[src/rtl/csr_pkg.sv]
// Shared CSR address map, write-op encodings, interrupt bit positions and the
// address decoder used by every read/write port of csr_bank.
package csr_pkg;

    typedef enum logic [1:0] {
        OP_NONE = 2'b00,
        OP_W    = 2'b01,
        OP_S    = 2'b10,
        OP_C    = 2'b11
    } csr_op_e;

    localparam logic [11:0] CSR_MSTATUS       = 12'h300;
    localparam logic [11:0] CSR_MIE           = 12'h304;
    localparam logic [11:0] CSR_MTVEC         = 12'h305;
    localparam logic [11:0] CSR_MCOUNTINHIBIT = 12'h320;
    localparam logic [11:0] CSR_MSCRATCH      = 12'h340;
    localparam logic [11:0] CSR_MEPC          = 12'h341;
    localparam logic [11:0] CSR_MCAUSE        = 12'h342;
    localparam logic [11:0] CSR_MIP           = 12'h344;
    localparam logic [11:0] CSR_MCYCLE        = 12'hB00;
    localparam logic [11:0] CSR_MINSTRET      = 12'hB02;
    localparam logic [11:0] CSR_MHPM_BASE     = 12'hB03;
    localparam logic [11:0] CSR_CYCLE         = 12'hC00;

    localparam logic [3:0] CNT_BANK_M = 4'hB;
    localparam logic [3:0] CNT_BANK_U = 4'hC;

    localparam int unsigned MSTATUS_MIE = 3;
    localparam int unsigned MIP_MSIP    = 3;
    localparam int unsigned MIP_MTIP    = 7;
    localparam int unsigned MIP_MEIP    = 11;

    typedef struct packed {
        logic       impl;
        logic       ro;
        logic       is_cnt;
        logic       hi;
        logic [4:0] cidx;  // 0 = cycle, 1 = instret, 2+k = hpm k
    } csr_decode_t;

    function automatic csr_decode_t decode_csr(input logic [11:0] addr,
                                               input int unsigned num_hpm);
        csr_decode_t d;
        logic [4:0]  off;
        d   = '0;
        off = addr[4:0];
        case (addr)
            CSR_MSTATUS, CSR_MIE, CSR_MTVEC, CSR_MCOUNTINHIBIT,
            CSR_MSCRATCH, CSR_MEPC, CSR_MCAUSE: d.impl = 1'b1;
            CSR_MIP: begin
                d.impl = 1'b1;
                d.ro   = 1'b1;
            end
            default: begin
                if ((addr[11:8] == CNT_BANK_M || addr[11:8] == CNT_BANK_U) &&
                    addr[6:5] == 2'b00) begin
                    if (off == 5'd0) begin
                        d.is_cnt = 1'b1;
                        d.cidx   = 5'd0;
                    end else if (off == 5'd2) begin
                        d.is_cnt = 1'b1;
                        d.cidx   = 5'd1;
                    end else if (off >= 5'd3 && {27'd0, off} < 32'd3 + num_hpm) begin
                        d.is_cnt = 1'b1;
                        d.cidx   = off - 5'd1;
                    end
                    if (d.is_cnt) begin
                        d.impl = 1'b1;
                        d.ro   = (addr[11:8] == CNT_BANK_U);
                        d.hi   = addr[7];
                    end
                end
            end
        endcase
        return d;
    endfunction

endpackage

[src/rtl/csr_counter64.sv]
// One 64-bit performance counter: per-half CSR writes take priority over the
// increment, which is gated by the matching mcountinhibit bit.
module csr_counter64 (
    input  logic        clk,
    input  logic        rst,
    input  logic        inc_i,
    input  logic        inhibit_i,
    input  logic        we_lo_i,
    input  logic        we_hi_i,
    input  logic [31:0] wdata_lo_i,
    input  logic [31:0] wdata_hi_i,
    output logic [31:0] lo_o,
    output logic [31:0] hi_o
);

    logic [63:0] cnt_q, cnt_d;

    // NOTE: next state starts as a copy of the register so no path can infer a latch.
    always_comb begin
        cnt_d = cnt_q;
        if (we_lo_i || we_hi_i) begin
            if (we_lo_i) cnt_d[31:0]  = wdata_lo_i;
            if (we_hi_i) cnt_d[63:32] = wdata_hi_i;
        end else if (inc_i && !inhibit_i) begin
            cnt_d = cnt_q + 64'd1;
        end
    end

    // NOTE: state uses non-blocking assignments; reset is synchronous and wins over writes.
    always_ff @(posedge clk) begin
        if (rst) cnt_q <= '0;
        else     cnt_q <= cnt_d;
    end

    assign lo_o = cnt_q[31:0];
    assign hi_o = cnt_q[63:32];

endmodule

[src/rtl/csr_bank.sv]
// Machine-mode CSR bank with an ex port (W/S/C ops) and a clint port (W only).
// Macro CSR_HPM_EN builds the NUM_HPM hpm counters; undefined leaves them out.
module csr_bank
    import csr_pkg::*;
#(
    parameter int unsigned     XLEN        = 32,
    parameter int unsigned     NUM_HPM     = 4,
    parameter logic [XLEN-1:0] MTVEC_RESET = '0
) (
    input  logic               clk,
    input  logic               rst,
    input  logic               ex_we_i,
    input  logic [1:0]         ex_op_i,
    input  logic [11:0]        ex_raddr_i,
    input  logic [11:0]        ex_waddr_i,
    input  logic [XLEN-1:0]    ex_data_i,
    output logic [XLEN-1:0]    ex_data_o,
    output logic               ex_illegal_o,
    input  logic               clint_we_i,
    input  logic [11:0]        clint_raddr_i,
    input  logic [11:0]        clint_waddr_i,
    input  logic [XLEN-1:0]    clint_data_i,
    output logic [XLEN-1:0]    clint_data_o,
    input  logic               instret_i,
    input  logic [NUM_HPM-1:0] hpm_event_i,
    input  logic               irq_ext_i,
    input  logic               irq_timer_i,
    input  logic               irq_sw_i,
    output logic [XLEN-1:0]    mtvec_o,
    output logic [XLEN-1:0]    mepc_o,
    output logic [XLEN-1:0]    mstatus_o,
    output logic               global_int_en_o,
    output logic               irq_pending_o
);

`ifdef CSR_HPM_EN
    localparam int unsigned HPM_BUILT = NUM_HPM;
`else
    localparam int unsigned HPM_BUILT = 0;
`endif
    localparam int NUM_CNT = 2 + int'(HPM_BUILT);
    localparam logic [XLEN-1:0] CINH_MASK = (HPM_BUILT != 0) ? {XLEN{1'b1}} : XLEN'(7);

    logic [XLEN-1:0] mstatus_q, mstatus_d, mie_q, mie_d, mtvec_q, mtvec_d;
    logic [XLEN-1:0] mcause_q, mcause_d, mepc_q, mepc_d, mscratch_q, mscratch_d;
    logic [XLEN-1:0] mcountinhibit_q, mcountinhibit_d, mip_q, mip_d;

    logic [31:0]        cnt_lo [NUM_CNT];
    logic [31:0]        cnt_hi [NUM_CNT];
    logic [31:0]        cnt_wlo [NUM_CNT];
    logic [31:0]        cnt_whi [NUM_CNT];
    logic [NUM_CNT-1:0] cnt_we_lo, cnt_we_hi, cnt_inc, cnt_inh;

    // Lookups: 0 = ex read, 1 = clint read, 2 = ex write target, 3 = clint write target.
    logic [11:0]     lk_addr [4];
    logic [XLEN-1:0] lk_data [4];
    csr_decode_t     lk_dec  [4];

    assign lk_addr[0] = ex_raddr_i;
    assign lk_addr[1] = clint_raddr_i;
    assign lk_addr[2] = ex_waddr_i;
    assign lk_addr[3] = clint_waddr_i;

    always_comb begin
        for (int i = 0; i < 4; i++) begin
            lk_dec[i]  = decode_csr(lk_addr[i], HPM_BUILT);
            lk_data[i] = '0;
            case (lk_addr[i])
                CSR_MSTATUS:       lk_data[i] = mstatus_q;
                CSR_MIE:           lk_data[i] = mie_q;
                CSR_MTVEC:         lk_data[i] = mtvec_q;
                CSR_MCOUNTINHIBIT: lk_data[i] = mcountinhibit_q;
                CSR_MSCRATCH:      lk_data[i] = mscratch_q;
                CSR_MEPC:          lk_data[i] = mepc_q;
                CSR_MCAUSE:        lk_data[i] = mcause_q;
                CSR_MIP:           lk_data[i] = mip_q;
                default: begin
                    for (int c = 0; c < NUM_CNT; c++) begin
                        if (lk_dec[i].is_cnt && lk_dec[i].cidx == 5'(c))
                            lk_data[i] = lk_dec[i].hi ? XLEN'(cnt_hi[c]) : XLEN'(cnt_lo[c]);
                    end
                end
            endcase
        end
    end

    logic            ex_wen, ex_wok, cl_wok, cl_own;
    logic [XLEN-1:0] ex_wdata;

    // S/C with a zero operand is a pure read and never counts as a write.
    always_comb begin
        ex_wen = ex_we_i && (csr_op_e'(ex_op_i) != OP_NONE) &&
                 !((csr_op_e'(ex_op_i) == OP_S || csr_op_e'(ex_op_i) == OP_C) &&
                   ex_data_i == '0);
        case (csr_op_e'(ex_op_i))
            OP_S:    ex_wdata = lk_data[2] | ex_data_i;
            OP_C:    ex_wdata = lk_data[2] & ~ex_data_i;
            default: ex_wdata = ex_data_i;
        endcase
        ex_wok = ex_wen && lk_dec[2].impl && !lk_dec[2].ro;
        cl_own = clint_we_i && lk_dec[3].impl && !lk_dec[3].ro;
        cl_wok = cl_own && !(ex_wok && ex_waddr_i == clint_waddr_i);
    end

    assign ex_data_o    = (ex_wok && ex_waddr_i == ex_raddr_i) ? ex_wdata : lk_data[0];
    assign clint_data_o = (cl_own && clint_waddr_i == clint_raddr_i) ? clint_data_i
                                                                      : lk_data[1];
    assign ex_illegal_o = !lk_dec[0].impl ||
                          (ex_wen && (!lk_dec[2].impl || lk_dec[2].ro));

    // Write ports applied in order clint then ex, so ex wins on a shared address.
    logic            wp_en   [2];
    logic [11:0]     wp_addr [2];
    logic [XLEN-1:0] wp_data [2];
    csr_decode_t     wp_dec  [2];

    assign wp_en[0]   = cl_wok;
    assign wp_addr[0] = clint_waddr_i;
    assign wp_data[0] = clint_data_i;
    assign wp_dec[0]  = lk_dec[3];
    assign wp_en[1]   = ex_wok;
    assign wp_addr[1] = ex_waddr_i;
    assign wp_data[1] = ex_wdata;
    assign wp_dec[1]  = lk_dec[2];

    always_comb begin
        mstatus_d       = mstatus_q;
        mie_d           = mie_q;
        mtvec_d         = mtvec_q;
        mcause_d        = mcause_q;
        mepc_d          = mepc_q;
        mscratch_d      = mscratch_q;
        mcountinhibit_d = mcountinhibit_q;
        cnt_we_lo       = '0;
        cnt_we_hi       = '0;
        for (int c = 0; c < NUM_CNT; c++) begin
            cnt_wlo[c] = '0;
            cnt_whi[c] = '0;
        end
        for (int p = 0; p < 2; p++) begin
            if (wp_en[p]) begin
                case (wp_addr[p])
                    CSR_MSTATUS:       mstatus_d       = wp_data[p];
                    CSR_MIE:           mie_d           = wp_data[p];
                    CSR_MTVEC:         mtvec_d         = wp_data[p];
                    CSR_MCAUSE:        mcause_d        = wp_data[p];
                    CSR_MEPC:          mepc_d          = wp_data[p];
                    CSR_MSCRATCH:      mscratch_d      = wp_data[p];
                    CSR_MCOUNTINHIBIT: mcountinhibit_d = wp_data[p] & CINH_MASK;
                    default: begin
                        for (int c = 0; c < NUM_CNT; c++) begin
                            if (wp_dec[p].is_cnt && wp_dec[p].cidx == 5'(c)) begin
                                if (wp_dec[p].hi) begin
                                    cnt_we_hi[c] = 1'b1;
                                    cnt_whi[c]   = wp_data[p][31:0];
                                end else begin
                                    cnt_we_lo[c] = 1'b1;
                                    cnt_wlo[c]   = wp_data[p][31:0];
                                end
                            end
                        end
                    end
                endcase
            end
        end
        mip_d           = '0;
        mip_d[MIP_MEIP] = irq_ext_i;
        mip_d[MIP_MTIP] = irq_timer_i;
        mip_d[MIP_MSIP] = irq_sw_i;
    end

    always_ff @(posedge clk) begin
        if (rst) begin
            mstatus_q       <= '0;
            mie_q           <= '0;
            mtvec_q         <= MTVEC_RESET;
            mcause_q        <= '0;
            mepc_q          <= '0;
            mscratch_q      <= '0;
            mcountinhibit_q <= '0;
            mip_q           <= '0;
        end else begin
            mstatus_q       <= mstatus_d;
            mie_q           <= mie_d;
            mtvec_q         <= mtvec_d;
            mcause_q        <= mcause_d;
            mepc_q          <= mepc_d;
            mscratch_q      <= mscratch_d;
            mcountinhibit_q <= mcountinhibit_d;
            mip_q           <= mip_d;
        end
    end

`ifdef CSR_HPM_EN
    assign cnt_inc = {hpm_event_i, instret_i, 1'b1};
    assign cnt_inh = {mcountinhibit_q[3 +: NUM_HPM], mcountinhibit_q[2], mcountinhibit_q[0]};
`else
    logic unused_hpm;
    assign unused_hpm = ^hpm_event_i;
    assign cnt_inc    = {instret_i, 1'b1};
    assign cnt_inh    = {mcountinhibit_q[2], mcountinhibit_q[0]};
`endif

    for (genvar c = 0; c < NUM_CNT; c++) begin : g_cnt
        csr_counter64 u_cnt (
            .clk        (clk),
            .rst        (rst),
            .inc_i      (cnt_inc[c]),
            .inhibit_i  (cnt_inh[c]),
            .we_lo_i    (cnt_we_lo[c]),
            .we_hi_i    (cnt_we_hi[c]),
            .wdata_lo_i (cnt_wlo[c]),
            .wdata_hi_i (cnt_whi[c]),
            .lo_o       (cnt_lo[c]),
            .hi_o       (cnt_hi[c])
        );
    end

    assign mtvec_o         = mtvec_q;
    assign mepc_o          = mepc_q;
    assign mstatus_o       = mstatus_q;
    assign global_int_en_o = mstatus_q[MSTATUS_MIE];
    assign irq_pending_o   = mstatus_q[MSTATUS_MIE] & (|(mip_q & mie_q));

endmodule

[config.mk]
export PLATFORM = sky130hd
export DESIGN_NAME = csr_bank
export DESIGN_NICKNAME = d
export VERILOG_FILES = /design/src/rtl/csr_pkg.sv /design/src/rtl/csr_counter64.sv /design/src/rtl/csr_bank.sv
export SDC_FILE = /design/constraint.sdc
export NUM_CORES = 2
export LEC_CHECK = 0
export CAP_MARGIN = 5
export CELL_PAD_IN_SITES_DETAIL_PLACEMENT = 1
export CELL_PAD_IN_SITES_GLOBAL_PLACEMENT = 2
export CORE_MARGIN = 5
export CORE_UTILIZATION = 39
export DETAILED_ROUTE_END_ITERATION = 10
export GPL_ROUTABILITY_DRIVEN = 0
export PLACE_DENSITY = 0.95
export SYNTH_ARGS = -nofsm -noshare
export SYNTH_HDL_FRONTEND = slang
export SYNTH_HIERARCHICAL = 1
export SYNTH_SLANG_ARGS = --single-unit
[constraint.sdc]
create_clock -name clk -period 14.6 [get_ports clk]
set_input_delay 4.38 -clock clk [delete_from_list [all_inputs] [get_ports clk]]
set_output_delay 4.38 -clock clk [all_outputs]
set_load 0.05 [all_outputs]
---- Word level (Yosys, flattened, before mapping) ----
Cells that the tools add are included.
operators by class
  $lt $le $gt $ge ......................... 8
  multiplexer cells ....................... 150
  eq/ne operators ......................... 58
  bitwise gates (word level) .............. 5
  add/sub/neg operators ................... 6
  reduce and logical (&&, ||, !) cells .... 71
operator list
  operator               count
  $mux 32                60
  $mux 64                12
  $pmux 32 s8            3
  $eq 12x10->1 const B   32
  $add 64x1->64 const B  2
  $and 32x32->32         2
  $pmux 32 s2            1
  $mux 5                 12
  $mux 1                 41
  $logic_not 5->1        8
  $eq 12x12->1           3
  $mux 7                 5
  $eq 4x4->1 const B     8
  $logic_not 32->1       1
  $not 32->32            1
  $or 32x32->32          1
  $reduce_or 32->1       1
  $reduce_or 8->1        4
  $logic_and 1x1->1      29
  $mux 9                 3
  $mux 2                 11
  $eq 5x1->1 const B     4
  $eq 5x2->1 const B     4
  $ge 5x2->1 const B     4
  other kinds (13)       46
storage, ports and cells
  flip-flop bits (word level) ............. 384
  bits of input ports ..................... 126
  output and inout port bits .............. 163

---- Logic depth before layout (Yosys ltp) ----
  depth after elaboration ................. 23
  depth in mapped cells ................... 20

---- Modules after synthesis ----
Netlist, hierarchy kept.
modules (own cells, without submodules)
  module         cells each  instances  sequential area each (um^2)  area an instance (um^2)
  csr_bank       2340        1          4544.4                       20657.3
  csr_counter64  556         2          1281.2                       4261.6

---- Least setup slack after synthesis ----
Ideal clock, no wire load.
  path type ............................... input to output
  start ................................... in ex_waddr_i[0]
  end ..................................... out ex_data_o[0]
  path buffers ............................ 4
  stages on the path ...................... 12
  slack ................................... 2.665 ns
  data required time ...................... 10.220 ns
  arrival time ............................ 7.555 ns
  cell sequence ........................... buf_2 -> inv_1 -> ha_1 -> clkbuf_1 -> nor3_1 -> nor4b_1 -> o221ai_2 -> buf_2 -> a21o_1 -> a311o_1 -> buf_2 -> a21oi_1
on the way
  longest elaborated chain between the ends .. 17
  elaborated cells on any way between the ends .. 48
  classes of those cells .................. add/sub: 1; order compare: 2; eq/ne: 11; mux: 21; bitwise: 2; reduce/logical: 11
ends and longest elaborated chain
  what                                             line                            text
  start: declaration                               csr_bank.sv:15                  input logic [11:0] ex_waddr_i,
  $ge 5x2->1 or $lt 5x2->1 (tied branches)         csr_pkg.sv:63                   end else if (off >= 5'd3 && {27'd0, off} < 32'd3 + num_hpm) begin
  $logic_and 1x1->1                                csr_pkg.sv:63
  $mux 1                                           csr_pkg.sv:63
  $mux 1                                           csr_pkg.sv:60                   end else if (off == 5'd2) begin
  $mux 1                                           csr_pkg.sv:57                   if (off == 5'd0) begin
  $mux 1                                           csr_pkg.sv:55                   if ((addr[11:8] == CNT_BANK_M || addr[11:8] == CNT_BANK_U) &&
  $mux 1                                           csr_pkg.sv:47                   case (addr)
  $mux 1                                           csr_pkg.sv:67                   if (d.is_cnt) begin
  $mux 9                                           csr_pkg.sv:55
  $mux 7                                           csr_pkg.sv:47
  $mux 32                                          csr_bank.sv:80                  lk_data[i] = lk_dec[i].hi ? XLEN'(cnt_hi[c]) : XLEN'(cnt_lo[c]);
  $mux 32 (2 in series)                            csr_bank.sv:79                  if (lk_dec[i].is_cnt && lk_dec[i].cidx == 5'(c))
  $pmux 32 s8                                      csr_bank.sv:68                  case (lk_addr[i])
  $and 32x32->32 or $or 32x32->32 (tied branches)  csr_bank.sv:97, csr_bank.sv:96
  $pmux 32 s2                                      csr_bank.sv:95                  case (csr_op_e'(ex_op_i))
  $mux 32 *                                        csr_bank.sv:105                 assign ex_data_o = (ex_wok && ex_waddr_i == ex_raddr_i) ? ex_wdata : lk_data[0];
  end: declaration                                 csr_bank.sv:17                  output logic [XLEN-1:0] ex_data_o,
Mark *: on every way between the ends. The rest lies on a longest branch, timed or not. The select of a mux whose other input is x is not followed.

---- Worst setup path in the final report ----
  start ................................... in ex_waddr_i[0]
  end ..................................... out ex_data_o[22]
Same word-level chain as after synthesis.

==> results.sh <==
export IMPL_crit_chain="clkdlybuf4s50_1, inv_1, ha_1, or3b_2, nor2_1, o21ai_1, nand2_1, and3_2, buf_4, a211oi_1, a21oi_1, clkdlybuf4s50_1"
export IMPL_yosysWarnings=6
export IMPL_synth_top_cells_by_area="dfxtp_1 (24%), mux2i_1 (14%), o22ai_1 (4.9%)"
export IMPL_clkLatencyLatePin_ps=620
export IMPL_cp_arrival_ps=9580
export IMPL_period_minus_slack_ps=13960
export IMPL_wire_per_inst_um=35.0
export IMPL_initial_core_util_pct=39.3
export IMPL_max_freq_mhz=71.6
export IMPL_area_growth_pct=16.7
export IMPL_startpoint_type="input pin"
export IMPL_portBuffers=284
export IMPL_syn_avg_cell_area_um2=8.45
export IMPL_cellPowerDensity_mw_per_mm2=70.7
export IMPL_finalSetupViolCount=0
export IMPL_final_nets=3657
export IMPL_synthesis_area_mm2=0.0292
export IMPL_cts_tree="built"
export IMPL_drt_initial_drc_count=5273
export IMPL_grt_pass1_wl_mm=230
export IMPL_critPathCaptureType="output pin"
export IMPL_antenna_found_initial=8
export IMPL_maxCapViolations=0
export IMPL_crit_slowest_cell="clkdlybuf4s50_1"
export IMPL_synth_common_cells="mux2i_1 (407), dfxtp_1 (355), clkbuf_1 (273)"
export IMPL_rsz0062_at_grt="false"
export IMPL_hold_slack_ps=516
export IMPL_endpoint="ex_data_o[22]"
export IMPL_vias=34651
export IMPL_routed_wl_mm=158
export IMPL_postCtsHoldBufs=0
export IMPL_finalSetupTns_ps=0
export IMPL_yosys_area_top_type="dfxtp_1"
export IMPL_cp_common_cell="clkdlybuf4s50_1"
export IMPL_drcViolationCount=0
export IMPL_die_area_mm2=0.0804
export IMPL_grt_max_degree=61
export IMPL_required_ps=10220
export IMPL_htreeDepth=2
export IMPL_nFillCells=8745
export IMPL_synth_seq_cells=355
export IMPL_fp_dieW_um=284
export IMPL_path_max_fanout=25
export IMPL_ys_async_sr_fraction_pct=0
export IMPL_slew_violations=0
export IMPL_critPathKind="input pin to output pin"
export IMPL_synth_most_common_cell="mux2i_1"
export IMPL_path_clk_slew_ps=60
export IMPL_holdPathStages=1
export IMPL_cpPeakStageDelay_ps=950
export IMPL_ys_seq_area_share_pct=24.4
export IMPL_place_inst=4433
export IMPL_grt_overflow=0
export IMPL_cts_sinks=355
export IMPL_grt_usage_pct=36.7
export IMPL_cts_buffers=43
export IMPL_r2r_slack_ps=10480
export IMPL_viasPerCell=7.68
export IMPL_ys_flop_type="dfxtp_1"
export IMPL_r2r_start="g_cnt[0].u_cnt/cnt_q[11]"
export IMPL_utilization_pct=45.8
export IMPL_maxSlewHeadroom_pct=11.6
export IMPL_synth_edf_count=0
export IMPL_final_hold_viol_count=0
export IMPL_synth_top_area_share_pct=24.4
export IMPL_final_period_utilization_pct=95.6
export IMPL_worstHoldStart="mcountinhibit_q[30]"
export IMPL_worst_pin_slew_ps=1310
export IMPL_reg2reg_depth=6
export IMPL_critPathLaunch="ex_waddr_i[0]"
export IMPL_reg2reg_to="g_cnt[0].u_cnt/cnt_q[52]"
export IMPL_status="complete, no violations"
export IMPL_cts_setup_buffers=0
export IMPL_skew_ps=40.6
export IMPL_coreArea_mm2=0.0743
export IMPL_cts_resized_gates=0
export IMPL_ant_nets=0
export IMPL_io_pins=289
export IMPL_drive_gt1_share_pct=12.6
export IMPL_rows=100
export IMPL_clock_tree_root_cell="clkbuf_16"
export IMPL_grt_pass1_vias=34191
export IMPL_p_leak_nw=10.7
export IMPL_fp_dieH_um=284
export IMPL_clock_path_buffers=3
export IMPL_hp_class="flop to flop"
export IMPL_dr_pass1_iters=10
export IMPL_peakVddDrop_mv=0.0838
export IMPL_syn_inst=3452
export IMPL_stdcell_count=4513
export IMPL_synth_cell_types=105
export IMPL_dpl_hpwl_mm=111
## metrics by stage
step | total power (W) | setup WS (ps) | cell area (um2)
after floorplan | 0.00113 | 2660 | 29200
after global placement | 0.00126 | 1010 | 32600
after detailed placement | 0.00126 | 878 | 32600
after CTS | 0.00239 | 860 | 34000
after global routing | 0.00245 | 607 | 34100
final | 0.00241 | 640 | 34100
## cell type report
| cell class | instances | area (um2) | area share (%) |
|---|---|---|---|
| diodes | 2 | 5.00 | 0.0147 |
| well taps | 969 | 1210 | 3.56 |
| inverters | 29 | 109 | 0.320 |
| clock inverters | 19 | 241 | 0.709 |
| multi-input cells | 2676 | 20400 | 59.9 |
| repair buffers | 404 | 3760 | 11.0 |
| clock buffers | 59 | 1220 | 3.57 |
| flip-flops and latches | 355 | 7110 | 20.9 |
## placed cells by master (no fill, tap or decap), types with 19 or more instances in the layout
cell             count
o2bb2ai_1           31
nand3_1            166
clkbuf_16           43
a22oi_1            136
o31ai_1             26
o221a_2             29
nor3_1              49
mux4_2              32
a21oi_1            122
or3_1               20
a222oi_1            69
a221oi_1            92
dfxtp_1            355
o21ai_0             85
mux2_2              46
a2bb2o_1            34
nor2_1             178
a22o_1              19
mux2i_1            407
clkdlybuf4s50_1    282
o22ai_1            228
and3_1              59
or4_1               19
a2bb2o_4            26
nor4_1              36
a211oi_1            44
xnor2_1             32
inv_1               29
ha_1                22
o311ai_2            22
buf_4              119
nand2_1            206
nand4_1             86
## kinds of logic (layout without fill, tap and decap cells)
| logic type | count (synthesis) | count (layout) | synth area share (%) |
|---|---|---|---|
| other | 1 | 5 | 0.0129 |
| adder cells (fa/ha/maj) | 23 | 23 | 0.978 |
| buffers and inverters | 423 | 511 | 6.64 |
| AO/OA/AOI/OAI | 1126 | 1126 | 30.2 |
| flip-flops | 355 | 355 | 24.4 |
| XOR/XNOR | 50 | 50 | 1.50 |
| AND/OR/NAND/NOR | 987 | 987 | 18.1 |
| multiplexers | 487 | 487 | 18.3 |
## worst max-delay path, delay by kind of cell
family / cells / cell delay [ps]
fa+ha+maj: 1 / 340
simple gates: 4 / 1640
buf+inv: 4 / 2260
compound gates: 3 / 930
## metal layers
metal	routed length, um	up-vias	GRT usage, %	share of wire, %
li1	-	13901	-	-
met1	57100	16925	44.0	36
met2	66000	2809	55.4	42
met3	19100	1006	10.7	12
met4	15600	10	28.1	9.9
met5	102	-	0.357	0.065
## worst min-delay path by stage
stage | end | slack [ps]
final | mcountinhibit_q[30] | 520
after global routing | mcountinhibit_q[30] | 540
after CTS | mcountinhibit_q[30] | 520
after detailed placement | mcountinhibit_q[30] | 500
after global placement | mcountinhibit_q[10] | 510
after floorplan | mcountinhibit_q[10] | 490
## state kept, by name (all words and copies together) (netlist names)
register           count
mstatus_o             32
mepc_o                32
mcause_q              32
mcountinhibit_q       32
mtvec_o               32
mie_q                 32
g_cnt.u_cnt/cnt_q    128
mscratch_q            32
mip_q                  3
## power breakdown
| group | switching [W] | internal (W) |
|---|---|---|
| Clock | 0.000493 | 0.000658 |
| Combinational | 0.000183 | 0.0000907 |
| Sequential | 0.0000113 | 0.000973 |
| Total | 0.000687 | 0.00172 |
No activity file was read; power rests on OpenSTA's default activity.
